<file path="src/rtl/cdc_fifo_read_ctrl.sv">
// Read-domain controller of the asynchronous FIFO.
// Converts the synchronized Gray write pointer to binary, issues RAM reads,
// holds the fetched word on a valid/ready output and returns a registered
// Gray read pointer toward the write domain. Fill level and a sticky
// pointer-consistency error flag are reported alongside.
module cdc_fifo_read_ctrl #(
  parameter int ADDR_BITWIDTH = 4,
  parameter int DATA_BITWIDTH = 32
) (
  input  logic                     clk,
  input  logic                     async_rst_n,
  input  logic [ADDR_BITWIDTH:0]   WritePtrGraySync,
  output logic [ADDR_BITWIDTH:0]   ReadPtrGray,
  output logic                     RdEn,
  output logic [ADDR_BITWIDTH-1:0] ReadAddr,
  input  logic [DATA_BITWIDTH-1:0] RAMReadData,
  output logic                     OutputValid,
  input  logic                     OutputReady,
  output logic [DATA_BITWIDTH-1:0] OutputData,
  output logic                     Empty,
  output logic [ADDR_BITWIDTH:0]   FillLevel,
  output logic                     PtrError
);

  localparam int PTR_W = ADDR_BITWIDTH + 1;

  // A fill of exactly 2**A is a legal full FIFO; anything above it cannot
  // come from a consistent pair of pointers.
  localparam logic [PTR_W-1:0] FULL_LEVEL = {1'b1, {ADDR_BITWIDTH{1'b0}}};
  localparam logic [PTR_W-1:0] PTR_ONE    = {{ADDR_BITWIDTH{1'b0}}, 1'b1};

  typedef enum logic [1:0] {
    ST_IDLE  = 2'd0,
    ST_FETCH = 2'd1,
    ST_VALID = 2'd2
  } state_t;

  // Gray to binary: each binary bit is the XOR of all Gray bits at or above it.
  function automatic logic [PTR_W-1:0] gray2bin(input logic [PTR_W-1:0] gray);
    logic [PTR_W-1:0] bin;
    bin[PTR_W-1] = gray[PTR_W-1];
    for (int i = PTR_W - 2; i >= 0; i--) begin
      bin[i] = bin[i+1] ^ gray[i];
    end
    return bin;
  endfunction

  // Binary to Gray: adjacent values differ in exactly one bit.
  function automatic logic [PTR_W-1:0] bin2gray(input logic [PTR_W-1:0] bin);
    return bin ^ (bin >> 1);
  endfunction

  state_t                   state_r;
  state_t                   state_next_s;
  logic [PTR_W-1:0]         rd_ptr_bin_r;
  logic [PTR_W-1:0]         rd_ptr_gray_r;
  logic [PTR_W-1:0]         rd_ptr_next_s;
  logic [PTR_W-1:0]         wr_ptr_bin_s;
  logic [PTR_W-1:0]         raw_diff_s;
  logic [PTR_W-1:0]         fill_next_s;
  logic [PTR_W-1:0]         fill_r;
  logic                     empty_s;
  logic                     rd_en_s;
  logic                     data_load_s;
  logic                     valid_next_s;
  logic                     out_valid_r;
  logic [DATA_BITWIDTH-1:0] out_data_r;
  logic                     ptr_err_r;
  logic                     ptr_err_next_s;

  assign wr_ptr_bin_s = gray2bin(WritePtrGraySync);
  assign empty_s      = (wr_ptr_bin_s == rd_ptr_bin_r);
  assign raw_diff_s   = wr_ptr_bin_s - rd_ptr_bin_r;

  // FSM next state, RAM read strobe, output-valid and data-capture decisions.
  always_comb begin
    state_next_s = state_r;
    rd_en_s      = 1'b0;
    data_load_s  = 1'b0;
    valid_next_s = out_valid_r;
    case (state_r)
      ST_IDLE: begin
        valid_next_s = 1'b0;
        if (!empty_s) begin
          rd_en_s      = 1'b1;
          state_next_s = ST_FETCH;
        end else begin
          state_next_s = ST_IDLE;
        end
      end
      ST_FETCH: begin
        // RAM data for the read issued last cycle is on RAMReadData now.
        data_load_s  = 1'b1;
        valid_next_s = 1'b1;
        state_next_s = ST_VALID;
      end
      ST_VALID: begin
        valid_next_s = 1'b1;
        if (OutputReady) begin
          valid_next_s = 1'b0;
          if (!empty_s) begin
            rd_en_s      = 1'b1;
            state_next_s = ST_FETCH;
          end else begin
            state_next_s = ST_IDLE;
          end
        end else begin
          state_next_s = ST_VALID;
        end
      end
      default: begin
        valid_next_s = 1'b0;
        state_next_s = ST_IDLE;
      end
    endcase
  end

  // Next read pointer, fill level and sticky error evaluation.
  always_comb begin
    if (rd_en_s) begin
      rd_ptr_next_s = rd_ptr_bin_r + PTR_ONE;
    end else begin
      rd_ptr_next_s = rd_ptr_bin_r;
    end
    fill_next_s    = wr_ptr_bin_s - rd_ptr_next_s;
    ptr_err_next_s = ptr_err_r | (raw_diff_s > FULL_LEVEL);
  end

  // State, pointers, output word and status registers.
  always_ff @(posedge clk or negedge async_rst_n) begin
    if (!async_rst_n) begin
      state_r       <= ST_IDLE;
      rd_ptr_bin_r  <= {PTR_W{1'b0}};
      rd_ptr_gray_r <= {PTR_W{1'b0}};
      out_valid_r   <= 1'b0;
      out_data_r    <= {DATA_BITWIDTH{1'b0}};
      fill_r        <= {PTR_W{1'b0}};
      ptr_err_r     <= 1'b0;
    end else begin
      state_r       <= state_next_s;
      rd_ptr_bin_r  <= rd_ptr_next_s;
      rd_ptr_gray_r <= bin2gray(rd_ptr_next_s);
      out_valid_r   <= valid_next_s;
      fill_r        <= fill_next_s;
      ptr_err_r     <= ptr_err_next_s;
      if (data_load_s) begin
        out_data_r <= RAMReadData;
      end else begin
        out_data_r <= out_data_r;
      end
    end
  end

  assign ReadPtrGray = rd_ptr_gray_r;
  assign RdEn        = rd_en_s;
  assign ReadAddr    = rd_ptr_bin_r[ADDR_BITWIDTH-1:0];
  assign OutputValid = out_valid_r;
  assign OutputData  = out_data_r;
  assign Empty       = empty_s;
  assign FillLevel   = fill_r;
  assign PtrError    = ptr_err_r;

endmodule
</file>
<file path="config.mk">
export PLATFORM = sky130hd
export DESIGN_NAME = cdc_fifo_read_ctrl
export DESIGN_NICKNAME = d
export VERILOG_FILES = /design/src/rtl/cdc_fifo_read_ctrl.sv
export SDC_FILE = /design/constraint.sdc
export NUM_CORES = 1
export LEC_CHECK = 0
export ABC_AREA = 0
export BUFFER_PORTS_ARGS = -buffer_cell sky130_fd_sc_hd__buf_2
export CORE_UTILIZATION = 48
export CTS_BUF_LIST = sky130_fd_sc_hd__clkbuf_16
export DETAILED_ROUTE_END_ITERATION = 8
export HOLD_SLACK_MARGIN = 0.05
export PLACE_DENSITY = 0.91
export SKIP_LAST_GASP = 1
export SYNTH_ARGS = -nofsm -noshare
export SYNTH_HDL_FRONTEND = slang
export SYNTH_SLANG_ARGS = --single-unit
</file>
<file path="constraint.sdc">
create_clock -name clk -period 3.8 [get_ports clk]
set_input_delay 0.76 -clock clk [delete_from_list [all_inputs] [get_ports clk]]
set_output_delay 0.76 -clock clk [all_outputs]
set_load 0.1 [all_outputs]
</file>
==> out/results.tsv <==
metric	value	unit
gp_congestion	0.915	
postLayoutCellArea	3190	sq um
clkLatencyLatePin	280	ps
seq_area_frac_synth	0.537	
outcome	finished, final reports clean	
syn_inst	171	
clock_skew	2.61	ps
whs_path_depth	1	
ys_types	32	
nFillCells	309	
hold_start	PtrError	
num_rows	24	
tightest_slew	1090	ps
grt_pass1_wl	7.77	mm
cp-end-kind	flip-flop	
slowest_stage	xnor3_2	
r2r-end	FillLevel[4]	
mostFrequentLayoutCell	buf_2	
fin_util	0.708	
r2r_setup_slack	690	ps
htree_levels	2	
placed_area	2980	sq um
holdPathEnd	PtrError	
layout_setup_ws	120	ps
critPathArrivalTime	3870	ps
syn_area	2330	sq um
cpMostUsedCell	xor2_1	
antenna_found_initial	0	
setup_tns	0	ps
yosysWarnings	0	
diodes	0	
maxSlewViolCount	0	
slowest_delay	310	ps
drtIter0Drc	52	
io_pins	90	
synth_nets	223	
grt_max_degree	51	
final_layout_size_suffix_gt1_frac	0.582	
post_drt_wl_per_cell	14.0	um
cts_buffers	5	
clock-sinks	50	
setup_viol	0	
r2r_start	rd_ptr_bin_r[2]	
final_cell_mix	86 x buf_2, 50 x dfrtp_1, 33 x mux2_2, 16 x buf_4	
fin_nets	331	
fin_crit_sh	0.968	
die_w	71.7	um
critical_path_class	in -> reg	
core_area	4500	sq um
preCtsSetupSlack	-149	ps
grt_pass1_vias	1676	
path_clk_slew	60	ps
crit_chain	buf_8, xnor2_4, xnor3_2, xnor2_2, ha_1, nand4_1, o21ai_2, bufinv_8, mux2i_4, xor2_1, ha_2, inv_2, nand2_2, o221a_4, maj3_2, a21oi_2, xor2_1	
start_kind	input port	
final_hold_viol_count	0	
critical_path_required	3990	ps
drv_cap	0	
cts_tree	yes	
drt_wl_total	4.66	mm
cts_root_buf	clkbuf_16	
reg2reg_depth	14	
cp_top_family	XOR/XNOR gates	
area_growth	36.8	%
min_period	3680	ps
cts_buffer_depth	2	
worstSetupStartpoint	WritePtrGraySync[4]	
grt_overflow	0	
dp_hpwl	3.59	mm
dieArea	5140	sq um
vias	1659	
drt_first_pass_iters	4	
drc	0	
worstPathMaxFanout	3	
ant_nets	0	
grt.total_usage	0.199	
viasPerCell	5.00	
fmax	0.272	GHz
path_buf_inv	3	
relSlewSlack	0.274	
portBuffers	89	
die_h	71.7	um
initial_core_util	0.517	
hold_class	reg -> reg	
postSynthAreaPerCell	13.6	sq um
synth_seq_cells	50	
==> synthesized netlist by cell type, drive strengths merged <==
cell type / instances / share of area
clkbuf: 4 / 0.0064
o221a: 1 / 0.0086
o2111ai: 1 / 0.0038
nor2b: 2 / 0.0054
xnor2: 14 / 0.067
xnor3: 1 / 0.010
nor2: 7 / 0.011
xor2: 5 / 0.019
o211ai: 1 / 0.0054
dfrtp: 50 / 0.54
maj3: 1 / 0.0048
o21bai: 1 / 0.0032
nand2b: 3 / 0.0081
a21oi: 3 / 0.0081
o21ai: 3 / 0.0081
ha: 12 / 0.064
inv: 14 / 0.024
nand2: 4 / 0.0064
a21o: 1 / 0.0032
o221ai: 1 / 0.0038
nand3: 3 / 0.0064
a41o: 1 / 0.0043
nand4: 3 / 0.0081
mux2: 33 / 0.16
mux2i: 2 / 0.014
==> cell families (layout without fill, tap and decap cells) <==
group / Yosys count / in the layout / share of synthesized area
xor gates and xnor gates: 20 / 20 / 0.0961
muxes: 35 / 35 / 0.173
and+or+nand+nor: 22 / 22 / 0.0456
buffers and inverters: 18 / 127 / 0.0301
DFF: 50 / 50 / 0.537
AOI/OAI and AO/OA: 13 / 13 / 0.0483
adders and majority gates: 13 / 13 / 0.0693
==> state kept, by name, indices dropped and copies added (netlist names) <==
register	flops
OutputValid	1
PtrError	1
ReadPtrGray	4
FillLevel	5
state_r	2
rd_ptr_bin_r	5
OutputData	32
==> routing by layer <==
| layer | GRT usage | up-vias | share of wire |
|---|---|---|---|
| met3 | 0.0478 | 5 | 0.065 |
| met4 | 0.0763 | 0 | 0.0090 |
| met2 | 0.325 | 65 | 0.51 |
| li1 | - | 800 | - |
| met1 | 0.257 | 789 | 0.42 |
| met5 | 0 | - | 0 |
==> worst max-delay path by stage <==
stage               cells past startpoint  slack (ps)           end
finish                                 17         120  FillLevel[4]
detailed placement                     17        -150  FillLevel[4]
global placement                       17         -30  FillLevel[4]
floorplan                              16        -220  FillLevel[4]
CTS                                    17          70  FillLevel[4]
global route                           17         -20  FillLevel[4]
==> final cells by class <==
cell class                      instances  area, sq um  share of cell area
Timing Repair Buffer                  105          597               0.187
Clock buffer                            5          125              0.0393
Multi-Input combinational cell        103         1040               0.326
Inverter                               14         66.3              0.0208
Tap cell                               52         65.1              0.0204
Sequential cell                        50         1250               0.393
Clock inverter                          3         43.8              0.0137
==> stage by stage <==
| stage | cells | hold slack [ps] |
|---|---|---|
| 2_1_floorplan | 171 | 464 |
| 3_3_place_gp | 322 | 452 |
| 3_5_place_dp | 322 | 463 |
| 4_1_cts | 330 | 479 |
| 5_1_grt | 332 | 493 |
| 6_report | 332 | 472 |
==> what timing repair did <==
item | CTS | global route
setup endpoints to repair | 0 | 1
buffers inserted | 0 | 2
resized for setup | 0 | 6
hold buffers | 0 | 0
Power is left out: the tool's default activity adds up to more than one toggle a clock period on the data nets, which glitch-free logic cannot reach.
